File: src/rtl/alu_accum_seq_pkg.sv
// Shared opcode encodings and FSM state type for the accumulator ALU.
// The sequential multiplier is the only operation that spans more than one cycle.
package alu_accum_pkg;

  localparam int FUNC_W = 3;

  localparam logic [FUNC_W-1:0] OP_ADD  = 3'b000;
  localparam logic [FUNC_W-1:0] OP_MUL  = 3'b001;
  localparam logic [FUNC_W-1:0] OP_SHL  = 3'b010;
  localparam logic [FUNC_W-1:0] OP_HOLD = 3'b011;
  localparam logic [FUNC_W-1:0] OP_SUB  = 3'b100;
  localparam logic [FUNC_W-1:0] OP_AND  = 3'b101;
  localparam logic [FUNC_W-1:0] OP_OR   = 3'b110;
  localparam logic [FUNC_W-1:0] OP_SHR  = 3'b111;

  typedef enum logic {
    S_IDLE = 1'b0,
    S_MUL  = 1'b1
  } state_e;

endpackage

File: src/rtl/alu_accum_seq_if.sv
// Request/result bundle between the input stage and the accumulator ALU.
// The master drives the operation request; the slave (the ALU) returns status and the accumulator.
interface alu_accum_seq_if
  import alu_accum_pkg::*;
#(
  parameter int DATA_W = 4,
  parameter int ACC_W  = 8
) ();

  logic              In_valid;
  logic              In_ready;
  logic [FUNC_W-1:0] Function;
  logic [DATA_W-1:0] Data;
  logic [ACC_W-1:0]  ALUout;
  logic              Ovf;
  logic              Busy;
  logic              Done;

  modport master (
    output In_valid, Function, Data,
    input  In_ready, ALUout, Ovf, Busy, Done
  );

  modport slave (
    input  In_valid, Function, Data,
    output In_ready, ALUout, Ovf, Busy, Done
  );

endinterface

File: src/rtl/alu_accum_seq_mult.sv
// Radix-2 shift-add multiplier: one partial product per cycle, DATA_W cycles per product.
// The product is presented combinationally during the last step so the caller can capture it on that edge.
module seq_mult #(
  parameter int DATA_W = 4
) (
  input  logic                  Clock,
  input  logic                  Reset_b,
  input  logic                  start,
  input  logic [DATA_W-1:0]     a,
  input  logic [DATA_W-1:0]     b,
  output logic                  busy,
  output logic                  done,
  output logic [2*DATA_W-1:0]   product
);

  localparam int CNT_W  = $clog2(DATA_W) + 1;
  localparam int PROD_W = 2 * DATA_W;

  logic              busy_q,   busy_d;
  logic [CNT_W-1:0]  cnt_q,    cnt_d;
  logic [PROD_W-1:0] mcand_q,  mcand_d;
  logic [DATA_W-1:0] mplier_q, mplier_d;
  logic [PROD_W-1:0] acc_q,    acc_d;
  logic [PROD_W-1:0] partial;
  logic [PROD_W-1:0] sum;
  logic              lastStep;

  // Multiplier bits are consumed LSB first while the multiplicand shifts left.
  always_comb begin
    partial  = mplier_q[0] ? mcand_q : '0;
    sum      = acc_q + partial;
    lastStep = busy_q && (cnt_q == CNT_W'(DATA_W - 1));

    busy_d   = busy_q;
    cnt_d    = cnt_q;
    mcand_d  = mcand_q;
    mplier_d = mplier_q;
    acc_d    = acc_q;

    if (start) begin
      busy_d   = 1'b1;
      cnt_d    = '0;
      mcand_d  = PROD_W'(a);
      mplier_d = b;
      acc_d    = '0;
    end else if (busy_q) begin
      acc_d    = sum;
      mcand_d  = mcand_q << 1;
      mplier_d = mplier_q >> 1;
      if (lastStep) begin
        busy_d = 1'b0;
        cnt_d  = '0;
      end else begin
        cnt_d  = cnt_q + CNT_W'(1);
      end
    end
  end

  always_ff @(posedge Clock) begin
    if (Reset_b) begin
      busy_q   <= 1'b0;
      cnt_q    <= '0;
      mcand_q  <= '0;
      mplier_q <= '0;
      acc_q    <= '0;
    end else begin
      busy_q   <= busy_d;
      cnt_q    <= cnt_d;
      mcand_q  <= mcand_d;
      mplier_q <= mplier_d;
      acc_q    <= acc_d;
    end
  end

  assign busy    = busy_q;
  assign done    = lastStep;
  assign product = sum;

endmodule

File: src/rtl/alu_accum_seq.sv
// Accumulator ALU with valid/ready intake, eight functions, overflow flag and a multi-cycle multiply.
// Reset_b is an active-high synchronous reset despite its name.
module alu_accum_seq
  import alu_accum_pkg::*;
#(
  parameter int DATA_W = 4,
  parameter int ACC_W  = 8
) (
  input  logic           Clock,
  input  logic           Reset_b,
  alu_accum_seq_if.slave bus
);

  generate
    if (ACC_W < 2 * DATA_W) begin : g_width_check
      $error("alu_accum_seq: ACC_W must be at least 2*DATA_W");
    end
  endgenerate

  state_e               state_q, state_d;
  logic [ACC_W-1:0]     acc_q,   acc_d;
  logic                 ovf_q,   ovf_d;
  logic                 done_q,  done_d;

  logic                 accept;
  logic                 mulStart;
  logic                 multBusy;
  logic                 multDone;
  logic [2*DATA_W-1:0]  multProduct;

  logic [ACC_W-1:0]     dExt;
  logic [ACC_W:0]       aluSum;
  logic [2*ACC_W-1:0]   shlWide;
  logic [2*ACC_W-1:0]   shrWide;
  logic                 shiftAll;
  logic [ACC_W-1:0]     aluResult;
  logic                 aluOvf;

  assign accept   = bus.In_valid && (state_q == S_IDLE);
  assign mulStart = accept && (bus.Function == OP_MUL);

  seq_mult #(
    .DATA_W (DATA_W)
  ) u_mult (
    .Clock   (Clock),
    .Reset_b (Reset_b),
    .start   (mulStart),
    .a       (acc_q[DATA_W-1:0]),
    .b       (bus.Data),
    .busy    (multBusy),
    .done    (multDone),
    .product (multProduct)
  );

  // Shifts run in a double-width window so the bits pushed out land in the other half.
  always_comb begin
    dExt     = ACC_W'(bus.Data);
    aluSum   = {1'b0, acc_q} + {1'b0, dExt};
    shlWide  = {{ACC_W{1'b0}}, acc_q} << bus.Data;
    shrWide  = {acc_q, {ACC_W{1'b0}}} >> bus.Data;
    shiftAll = (32'(bus.Data) >= 32'(ACC_W));

    aluResult = acc_q;
    aluOvf    = ovf_q;

    case (bus.Function)
      OP_ADD: begin
        aluResult = aluSum[ACC_W-1:0];
        aluOvf    = aluSum[ACC_W];
      end
      OP_SHL: begin
        aluResult = shiftAll ? '0 : shlWide[ACC_W-1:0];
        aluOvf    = shiftAll ? (|acc_q) : (|shlWide[2*ACC_W-1:ACC_W]);
      end
      OP_SUB: begin
        aluResult = acc_q - dExt;
        aluOvf    = (acc_q < dExt);
      end
      OP_AND: begin
        aluResult = acc_q & dExt;
        aluOvf    = 1'b0;
      end
      OP_OR: begin
        aluResult = acc_q | dExt;
        aluOvf    = 1'b0;
      end
      OP_SHR: begin
        aluResult = shiftAll ? '0 : shrWide[2*ACC_W-1:ACC_W];
        aluOvf    = shiftAll ? (|acc_q) : (|shrWide[ACC_W-1:0]);
      end
      default: begin
        aluResult = acc_q;
        aluOvf    = ovf_q;
      end
    endcase
  end

  // MUL leaves the accumulator untouched until the multiplier signals its final step.
  always_comb begin
    state_d = state_q;
    acc_d   = acc_q;
    ovf_d   = ovf_q;
    done_d  = 1'b0;

    case (state_q)
      S_IDLE: begin
        if (accept) begin
          if (bus.Function == OP_MUL) begin
            state_d = S_MUL;
          end else begin
            acc_d  = aluResult;
            ovf_d  = aluOvf;
            done_d = 1'b1;
          end
        end
      end
      S_MUL: begin
        if (multDone) begin
          acc_d   = ACC_W'(multProduct);
          ovf_d   = 1'b0;
          done_d  = 1'b1;
          state_d = S_IDLE;
        end
      end
      default: state_d = S_IDLE;
    endcase
  end

  always_ff @(posedge Clock) begin
    if (Reset_b) begin
      state_q <= S_IDLE;
      acc_q   <= '0;
      ovf_q   <= 1'b0;
      done_q  <= 1'b0;
    end else begin
      state_q <= state_d;
      acc_q   <= acc_d;
      ovf_q   <= ovf_d;
      done_q  <= done_d;
    end
  end

  assign bus.In_ready = (state_q == S_IDLE);
  assign bus.Busy     = multBusy;
  assign bus.ALUout   = acc_q;
  assign bus.Ovf      = ovf_q;
  assign bus.Done     = done_q;

endmodule

File: src/flat_wrapper.sv
// flat-port wrapper written by rule: the top's interface ports become plain ports
module alu_accum_seq_flat import alu_accum_pkg::*;
#(
  parameter int DATA_W = 4,
  parameter int ACC_W  = 8
)
  (Clock, Reset_b, bus_In_valid, bus_Function, bus_Data, bus_In_ready, bus_ALUout, bus_Ovf, bus_Busy, bus_Done);
  alu_accum_seq_if #(.DATA_W(DATA_W), .ACC_W(ACC_W)) bus_i ();
  input  logic Clock;
  input  logic Reset_b;
  input wire logic [$bits(bus_i.In_valid)-1:0] bus_In_valid;
  input wire logic [$bits(bus_i.Function)-1:0] bus_Function;
  input wire logic [$bits(bus_i.Data)-1:0] bus_Data;
  output wire logic [$bits(bus_i.In_ready)-1:0] bus_In_ready;
  output wire logic [$bits(bus_i.ALUout)-1:0] bus_ALUout;
  output wire logic [$bits(bus_i.Ovf)-1:0] bus_Ovf;
  output wire logic [$bits(bus_i.Busy)-1:0] bus_Busy;
  output wire logic [$bits(bus_i.Done)-1:0] bus_Done;
  assign bus_i.In_valid = bus_In_valid;
  assign bus_i.Function = bus_Function;
  assign bus_i.Data = bus_Data;
  assign bus_In_ready = bus_i.In_ready;
  assign bus_ALUout = bus_i.ALUout;
  assign bus_Ovf = bus_i.Ovf;
  assign bus_Busy = bus_i.Busy;
  assign bus_Done = bus_i.Done;
  alu_accum_seq #(.DATA_W(DATA_W), .ACC_W(ACC_W)) u_core (.Clock(Clock), .Reset_b(Reset_b), .bus(bus_i));
endmodule
File: config.mk
export PLATFORM = sky130hd
export DESIGN_NAME = alu_accum_seq_flat
export DESIGN_NICKNAME = d
export VERILOG_FILES = /design/src/rtl/alu_accum_seq_pkg.sv /design/src/rtl/alu_accum_seq_if.sv /design/src/rtl/alu_accum_seq_mult.sv /design/src/rtl/alu_accum_seq.sv /design/src/flat_wrapper.sv
export SDC_FILE = /design/constraint.sdc
export NUM_CORES = 1
export LEC_CHECK = 0
export CORE_ASPECT_RATIO = 1.5
export CORE_MARGIN = 2
export CORE_UTILIZATION = 50
export CTS_CLUSTER_SIZE = 40
export DETAILED_ROUTE_END_ITERATION = 8
export PLACE_DENSITY = 0.78
export SYNTH_ARGS = -nofsm -noshare
export SYNTH_HDL_FRONTEND = slang
export SYNTH_SLANG_ARGS = --single-unit
File: constraint.sdc
create_clock -name Clock -period 3.7 [get_ports Clock]
set_clock_uncertainty 0.2 [all_clocks]
set_input_delay 0.925 -clock Clock [delete_from_list [all_inputs] [get_ports Clock]]
set_output_delay 0.925 -clock Clock [all_outputs]
set_load 0.02 [all_outputs]
Word level (Yosys, flattened, before mapping):

Index checks and enable logic that the tools add are counted.

* eq/ne operators: 12
* add/sub/neg operators: 4
* bitwise logic cells: 3
* shift operators: 2
* reduce and logical (&&, ||, !) cells: 12
* muxes and demuxes: 30
* magnitude comparators: 2

Operators with widths (number)
* 2-to-1 mux 8 bit: 6
* one-hot mux 8 bit (6 select lines): 1
* OR reduction 8 bit: 3
* 2-to-1 mux 4 bit: 4
* one-hot mux 8 bit (2 select lines): 1
* << shifter 8 x 4 -> 16 bit: 1
* right shift 16 x 4 -> 16 bit: 1
* 2-to-1 mux 1 bit: 13
* == test 3 bit (second input constant): 4
* adder 8 x 4 -> 9 bit: 1
* adder 8 bit: 1
* AND 8 x 4 -> 8 bit: 1
* < comparator 8 x 4 -> 1 bit: 1
* OR 8 x 4 -> 8 bit: 1
* AND reduction 4 bit: 2
* subtractor 8 x 4 -> 8 bit: 1
* inequality test 7 x 1 -> 1 bit (second input constant): 1
* == test 3 x 2 -> 1 bit (second input constant): 2
* inequality test 6 x 2 -> 1 bit (second input constant): 1
* one-hot mux 1 bit (2 select lines): 3
* one-hot mux 1 bit (5 select lines): 1
* greater-or-equal comparator 4 bit (second input constant): 1
* inequality test 2 bit (second input constant): 2
* OR reduction 2 bit: 2
* 8 further kinds: 10

* output and inout bits: 12
* bits of input ports: 10
* logic and storage cells: 75
* register bits after elaboration: 35

Longest topological paths before layout:

Gate-level depths: netlist of run 1.

* word-level depth: 7
* gate-level depth with buffers: 10
* mapped depth without buffers: 10

Modules after synthesis:

Synthesis of run 1 repeated with hierarchy kept, for this count alone.

* cell total of the unflattened synthesis: 409
* area, all modules: 3290.7 um^2

Modules (own cells, without submodules)
* alu_accum_seq: times used 1, cells an instance 251, area each 1914.3 um^2
* seq_mult: times used 1, cells an instance 158, area each 1376.3 um^2

Least setup slack after synthesis of run 1:

Ideal clock, no wire load.

* path kind: input port to flip-flop
* from: input bus_Data[1]
* to: register u_core.acc_q[5] (netlist: u_core.bus.ALUout[5])
* data required time: 3.366 ns
* setup slack: 0.520 ns
* stages on the path: 10
* arrival time: 2.846 ns
* cells stage by stage: buf_4 buf_6 inv_2 ha_1 or2_1 a221oi_1 nor3_1 xnor2_1 a2111oi_2 o32ai_2

* cells in the longest elaborated chain, start to end: 6

Ends and longest elaborated chain
* from (decl): line flat_wrapper.sv:13 `input wire logic [$bits(bus_i.Data)-1:0] bus_Data;`
* parallel branches: the longest is 2 deep, another holds subtractor 8 x 4 -> 8 bit
* one-hot mux 8 bit (6 select lines) (*): line alu_accum_seq.sv:66 `case (bus.Function)`
* 2-to-1 mux 8 bit (*): line alu_accum_seq.sv:108 `if (bus.Function == OP_MUL) begin`
* 2-to-1 mux 8 bit (*): line alu_accum_seq.sv:107 `if (accept) begin`
* one-hot mux 8 bit (2 select lines) (*): line alu_accum_seq.sv:105 `case (state_q)`
* to (signal assigned): line alu_accum_seq.sv:132 `acc_q <= '0;`
* to (signal assigned): line alu_accum_seq.sv:137 `acc_q <= acc_d;`
* to (decl): line alu_accum_seq.sv:21 `logic [ACC_W-1:0] acc_q, acc_d;`

Mark *: on every way between the ends. The select of a mux whose other input is x is not followed.
A chain may end at the register's enable or synchronous reset.

Worst setup path in the final report of run 1:

Same ends and word-level chain as after synthesis.

==> impl_metrics.env, run 1 <==
export IMPL_status="finished clean"
export IMPL_power_density_nw_per_um2=298
export IMPL_start_util=0.511
export IMPL_synthCells=409
export IMPL_die_h_um=103
export IMPL_cp_top_family="compound AO/OA/AOI/OAI gates"
export IMPL_die_w_um=70
export IMPL_ys_flop_type="dfxtp_1"
export IMPL_slew_violations=0
export IMPL_synthTopCellsByCount="nor2_1, dfxtp_1, nand2_1"
export IMPL_synth_seq_cells=35
export IMPL_finalPower_w=0.00108
export IMPL_hold_start="u_core.u_mult.cnt_q[2]$_SDFFE_PP0P_"
export IMPL_clk_pin_slew_ps=70
export IMPL_nets=460
export IMPL_cts_resized=0
export IMPL_syn_nets=444
export IMPL_worstPathArrival_ps=3190
export IMPL_synth_edf_count=0
export IMPL_whs_ps=267
export IMPL_final_area_um2=3630
export IMPL_hold_path_class="reg2reg"
export IMPL_clk_latency_ps=290
export IMPL_grt_pass1_vias=3139
export IMPL_synth_area_top_cells="dfxtp_1, ha_1, mux2i_1"
export IMPL_avgViaCountPerCell=6.49
export IMPL_ys_types=63
export IMPL_ir_drop_mv=0.282
export IMPL_min_period_ps=3230
export IMPL_dp_slack_ps=192
export IMPL_cts_tree="yes"
export IMPL_hold_buffers=0
export IMPL_synthArstFlopShare=0
export IMPL_vias=3253
export IMPL_dpl_cell_area_um2=3550
export IMPL_numCtsBuffers=5
export IMPL_cts_setup_buffers=0
export IMPL_critPathBufInv=2
export IMPL_dieArea_um2=7210
export IMPL_worst_pin_slew_ps=667
export IMPL_drtIter0Drc=284
export IMPL_setup_ws_ps=474
export IMPL_setup_violations=0
export IMPL_crit_required_ps=3660
export IMPL_min_period_over_period=0.872
export IMPL_hold_violations=0
export IMPL_cap_viol_max_count=0
export IMPL_grt_max_degree=27
export IMPL_synthMostInstantiatedCell="nor2_1"
export IMPL_cp_start_kind="input port"
export IMPL_slowest_stage="clkdlybuf4s50_1"
export IMPL_ios=22
export IMPL_areaGrowthSynthToFinish_pct=11.3
export IMPL_crit_chain="clkdlybuf4s50_1 > inv_2 > ha_1 > or2_1 > a221oi_1 > nor3_1 > xnor2_1 > a2111oi_2 > o32ai_2"
export IMPL_yosysSeqAreaShare=0.214
export IMPL_gp_congestion=0.940
export IMPL_syn_avg_cell_area_um2=7.99
export IMPL_r2r_cells=9
export IMPL_diodes=0
export IMPL_routed_wl_mm=9.39
export IMPL_synth_area_um2=3270
export IMPL_hold_depth=2
export IMPL_antenna_found_initial=0
export IMPL_reg2reg_slack_ps=870
export IMPL_fmax_mhz=310
export IMPL_cp_max_fo=4
export IMPL_slowest_delay_ps=490
export IMPL_htree_levels=2
export IMPL_grt_pass1_wl_mm=15.1
export IMPL_rsz0062_at_grt="no"
export IMPL_clkSinkCount=35
export IMPL_wl_per_cell_um=18.7
export IMPL_track_usage=0.265
export IMPL_firstDrtPassIters=6
export IMPL_power_leakage_nw=1.43
export IMPL_dp_hpwl_mm=7.14
export IMPL_crit_path_end_kind="flip-flop"
export IMPL_reg2reg_to="u_core.bus.ALUout[1]$_SDFFE_PP0P_"
export IMPL_rows=36
export IMPL_path_class="in2reg"
export IMPL_fin_setup_tns_ps=0
export IMPL_ant_nets=0
export IMPL_drive_above_1_share=0.104
export IMPL_crit_reg2reg_launch="u_core.bus.ALUout[0]$_SDFFE_PP0P_"
export IMPL_core_area_um2=6400
export IMPL_portBuffers=21
export IMPL_ctsRootBufferMaster="clkbuf_8"
export IMPL_hold_end="u_core.u_mult.cnt_q[2]$_SDFFE_PP0P_"
export IMPL_synth_top_area_frac=0.214
export IMPL_cts_buffer_depth=2
export IMPL_ys_warn_count=0
export IMPL_overflow=0
export IMPL_slew_headroom=0.555
export IMPL_yosys_area_top_type="dfxtp_1"
export IMPL_drc_errors=0
==> worst register-to-register path: stages, from the launching register on <==
cell	delay, ps
dfxtp_1	680
inv_1	140
ha_1	260
inv_1	80
fa_1	410
o2bb2ai_1	140
a221oi_1	260
a21oi_1	100
a311oi_1	360
nor3_1	80
==> worst max-delay path by stage <==
stage                start                           endpoint  slack, ps  cells after the start
3_5_place_dp   bus_Data[1]  u_core.bus.ALUout[5]$_SDFFE_PP0P_        190                      9
5_1_grt        bus_Data[1]  u_core.bus.ALUout[5]$_SDFFE_PP0P_        320                      9
2_1_floorplan  bus_Data[1]  u_core.bus.ALUout[5]$_SDFFE_PP0P_        520                     10
4_1_cts        bus_Data[1]  u_core.bus.ALUout[5]$_SDFFE_PP0P_        490                      9
3_3_place_gp   bus_Data[1]  u_core.bus.ALUout[5]$_SDFFE_PP0P_        200                      9
6_report       bus_Data[1]  u_core.bus.ALUout[5]$_SDFFE_PP0P_        470                      9
==> cell type report <==
class                      count  area, µm²
fill                         625       2760
multi-input combinational    324       2330
clock inverter                 1       5.00
tap                           76       95.1
inverter                      20       75.1
clock buffer                   6       82.6
timing repair buffer          39        345
sequential                    35        701
==> cells in the final DEF (no fill, tap or decap), types with 3 or more instances in the layout <==
cell and count:
nor2_1 39, dfxtp_1 35, nand2_1 31, a21oi_1 27
ha_1 23, clkdlybuf4s50_1 21, mux2i_1 20, buf_4 18
inv_1 16, a211oi_1 15, o21ai_0 15, nand2b_1 11
nand3_1 10, xnor2_1 9, a31oi_1 9, and2_1 7
o21ai_1 7, nor3_1 6, nor2b_1 6, clkbuf_8 6
nand3b_1 5, o31ai_1 5, a221oi_1 5, inv_2 4
o21a_1 4, a21o_1 4, xor2_1 4, o211a_1 4
mux4_2 4, or2_1 3, mux2_2 3, and3_1 3
nor4_1 3, a311oi_1 3, or3_1 3, o22ai_1 3
==> flip-flops by register name (all words and copies together), names as in the netlist <==
register / cells
u_core.u_mult.cnt_q: 3
u_core.u_mult.acc_q: 8
u_core.u_mult.busy: 1
u_core.bus.Ovf: 1
u_core.bus.Done: 1
u_core.u_mult.mplier_q: 4
u_core.bus.ALUout: 8
u_core.u_mult.mcand_q: 8
u_core.state_q: 1
==> stage by stage <==
stage	util	std cells
2_1_floorplan	-	409
3_3_place_gp	0.555	494
3_5_place_dp	0.555	494
4_1_cts	0.568	501
5_1_grt	0.568	501
6_report	0.568	501
==> routing by layer <==
| layer | GRT usage | vias up | share of wire | wire [µm] |
|---|---|---|---|---|
| li1 | - | 1527 | - | - |
| met1 | 0.275 | 1534 | 0.37 | 3520 |
| met2 | 0.495 | 150 | 0.52 | 4850 |
| met3 | 0.0313 | 42 | 0.052 | 488 |
| met4 | 0.183 | 0 | 0.057 | 531 |
| met5 | 0 | - | 0 | 0 |
==> cells by family (layout without fill, tap and decap cells) <==
group | Yosys count | count (layout) | share of synthesized area
compound gates | 123 | 123 | 0.264
xor+xnor | 13 | 13 | 0.0349
simple gates | 133 | 133 | 0.204
flops | 35 | 35 | 0.214
mux | 30 | 30 | 0.111
buf+inv | 50 | 66 | 0.0720
fa+ha+maj | 25 | 25 | 0.100
==> power breakdown <==
part / switching (W) / leakage (nW) / internal, W
registers: 0.0000462 / 0.284 / 0.000394
clock network: 0.000132 / 0.0470 / 0.000146
logic: 0.000202 / 1.10 / 0.000163
total: 0.000380 / 1.43 / 0.000703
(Power assumes the default switching activity.)
==> run 2: changes to the inputs <==
--- a/config.mk
+++ b/config.mk
@@ -7,10 +7,10 @@
 export LEC_CHECK = 0
 export CORE_ASPECT_RATIO = 1.5
 export CORE_MARGIN = 2
-export CORE_UTILIZATION = 50
+export CORE_UTILIZATION = 53
 export CTS_CLUSTER_SIZE = 40
 export DETAILED_ROUTE_END_ITERATION = 8
-export PLACE_DENSITY = 0.78
+export PLACE_DENSITY = 0.82
 export SYNTH_ARGS = -nofsm -noshare
 export SYNTH_HDL_FRONTEND = slang
 export SYNTH_SLANG_ARGS = --single-unit
==> impl_metrics.env, run 2 (same netlist as run 1, synthesis figures left out) <==
export IMPL_status="finished clean"
export IMPL_slew_headroom=0.543
export IMPL_multi_input_area_um2=2330
export IMPL_numCtsBuffers=5
export IMPL_die_h_um=100
export IMPL_ios=22
export IMPL_critPathLaunch="bus_Data[1]"
export IMPL_core_area_um2=6040
export IMPL_final_common_cell="nor2_1"
export IMPL_grt_pass1_vias=3124
export IMPL_setup_violations=0
export IMPL_wl_per_cell_um=18.1
export IMPL_ctsRootBufferMaster="clkbuf_8"
export IMPL_cts_setup_buffers=0
export IMPL_portBuffers=21
export IMPL_power_density_nw_per_um2=293
export IMPL_drtIter0Drc=405
export IMPL_final_area_um2=3630
export IMPL_routed_wl_mm=9.09
export IMPL_areaGrowthSynthToFinish_pct=11.2
export IMPL_path_class="in2reg"
export IMPL_grt_pass1_wl_mm=14.9
export IMPL_hold_start="u_core.u_mult.cnt_q[2]$_SDFFE_PP0P_"
export IMPL_hold_path_class="reg2reg"
export IMPL_rsz0062_at_grt="no"
export IMPL_cap_viol_max_count=0
export IMPL_final_cell_mix="nor2_1, dfxtp_1, nand2_1"
export IMPL_vias=3256
export IMPL_antenna_found_initial=0
export IMPL_slew_violations=0
export IMPL_reg2reg_to="u_core.bus.ALUout[1]$_SDFFE_PP0P_"
export IMPL_cp_start_kind="input port"
export IMPL_clk_latency_ps=290
export IMPL_die_w_um=68.1
export IMPL_cp_max_fo=4
export IMPL_htree_levels=2
export IMPL_hold_buffers=0
export IMPL_crit_required_ps=3650
export IMPL_crit_path_end_kind="flip-flop"
export IMPL_ant_nets=0
export IMPL_ir_drop_mv=0.214
export IMPL_worstPathArrival_ps=3190
export IMPL_clkSinkCount=35
export IMPL_reg2reg_slack_ps=870
export IMPL_regArea_um2=701
export IMPL_crit_reg2reg_launch="u_core.bus.ALUout[0]$_SDFFE_PP0P_"
export IMPL_rows=35
export IMPL_diodes=0
export IMPL_power_leakage_nw=1.43
export IMPL_grt_max_degree=27
export IMPL_dp_hpwl_mm=6.87
export IMPL_drc_errors=0
export IMPL_r2r_cells=9
export IMPL_overflow=0
export IMPL_firstDrtPassIters=5
export IMPL_nets=461
export IMPL_clk_pin_slew_ps=60
export IMPL_cts_tree="yes"
export IMPL_fin_setup_tns_ps=0
export IMPL_cts_buffer_depth=2
export IMPL_track_usage=0.286
export IMPL_dieArea_um2=6820
export IMPL_start_util=0.541
export IMPL_drive_above_1_share=0.103
export IMPL_fmax_mhz=309
export IMPL_min_period_over_period=0.876
export IMPL_min_period_ps=3240
export IMPL_worst_pin_slew_ps=685
export IMPL_fill_cells=577
export IMPL_cts_resized=0
export IMPL_hold_violations=0
export IMPL_avgViaCountPerCell=6.50
export IMPL_hold_depth=2
export IMPL_gp_congestion=1.01
export IMPL_dpl_cell_area_um2=3550
export IMPL_hold_end="u_core.u_mult.cnt_q[2]$_SDFFE_PP0P_"
## run 2: changes by cell type in the layout (fill, tap and decap cells not counted), sizes merged
cell,delta
buf,+1
clkbuf,+1
## run 2: through the flow
stage	total power (W)	hold WS (ps)	instances	util	setup WS (ps)
2_1_floorplan	0.000690	228	409	-	520
3_3_place_gp	0.000795	246	493	0.588	245
3_5_place_dp	0.000801	264	493	0.588	186
4_1_cts	0.00106	276	501	0.601	481
5_1_grt	0.00113	316	501	0.601	321
6_report	0.00106	280	501	0.601	459
## run 2: final cells by class
| class | count | share of cell area |
|---|---|---|
| clock buffers | 7 | 0.0210 |
| clock inverters | 1 | 0.00138 |
| inverters | 20 | 0.0207 |
| multi-input cells | 324 | 0.642 |
| flip-flops and latches | 35 | 0.193 |
| well taps | 74 | 0.0255 |
| repair buffers | 40 | 0.0971 |
## run 2: power by group
part | internal, W | switching [W]
clock network | 0.000132 | 0.000131
logic | 0.000163 | 0.000201
registers | 0.000394 | 0.0000440
## run 2: worst max-delay path by stage
stage / to / slack [ps] / cells after the start
3_3_place_gp: u_core.bus.ALUout[5]$_SDFFE_PP0P_ / 250 / 9
3_5_place_dp: u_core.bus.ALUout[5]$_SDFFE_PP0P_ / 190 / 9
5_1_grt: u_core.bus.ALUout[5]$_SDFFE_PP0P_ / 320 / 9
6_report: u_core.bus.ALUout[5]$_SDFFE_PP0P_ / 460 / 9
2_1_floorplan: u_core.bus.ALUout[5]$_SDFFE_PP0P_ / 520 / 10
4_1_cts: u_core.bus.ALUout[5]$_SDFFE_PP0P_ / 480 / 9
## run 2: metal layers
layer,share of wire,up-vias,GRT usage
met5,0,-,0
met4,0.064,0,0.183
met3,0.045,53,0.0437
met2,0.51,136,0.500
met1,0.38,1537,0.309
li1,-,1530,-
## run 2: critical path: stages
cell             delay (ps)
clkdlybuf4s50_1         490
inv_2                    50
ha_1                    340
or2_1                   250
a221oi_1                340
nor3_1                  110
xnor2_1                 180
a2111oi_2               390
o32ai_2                 130
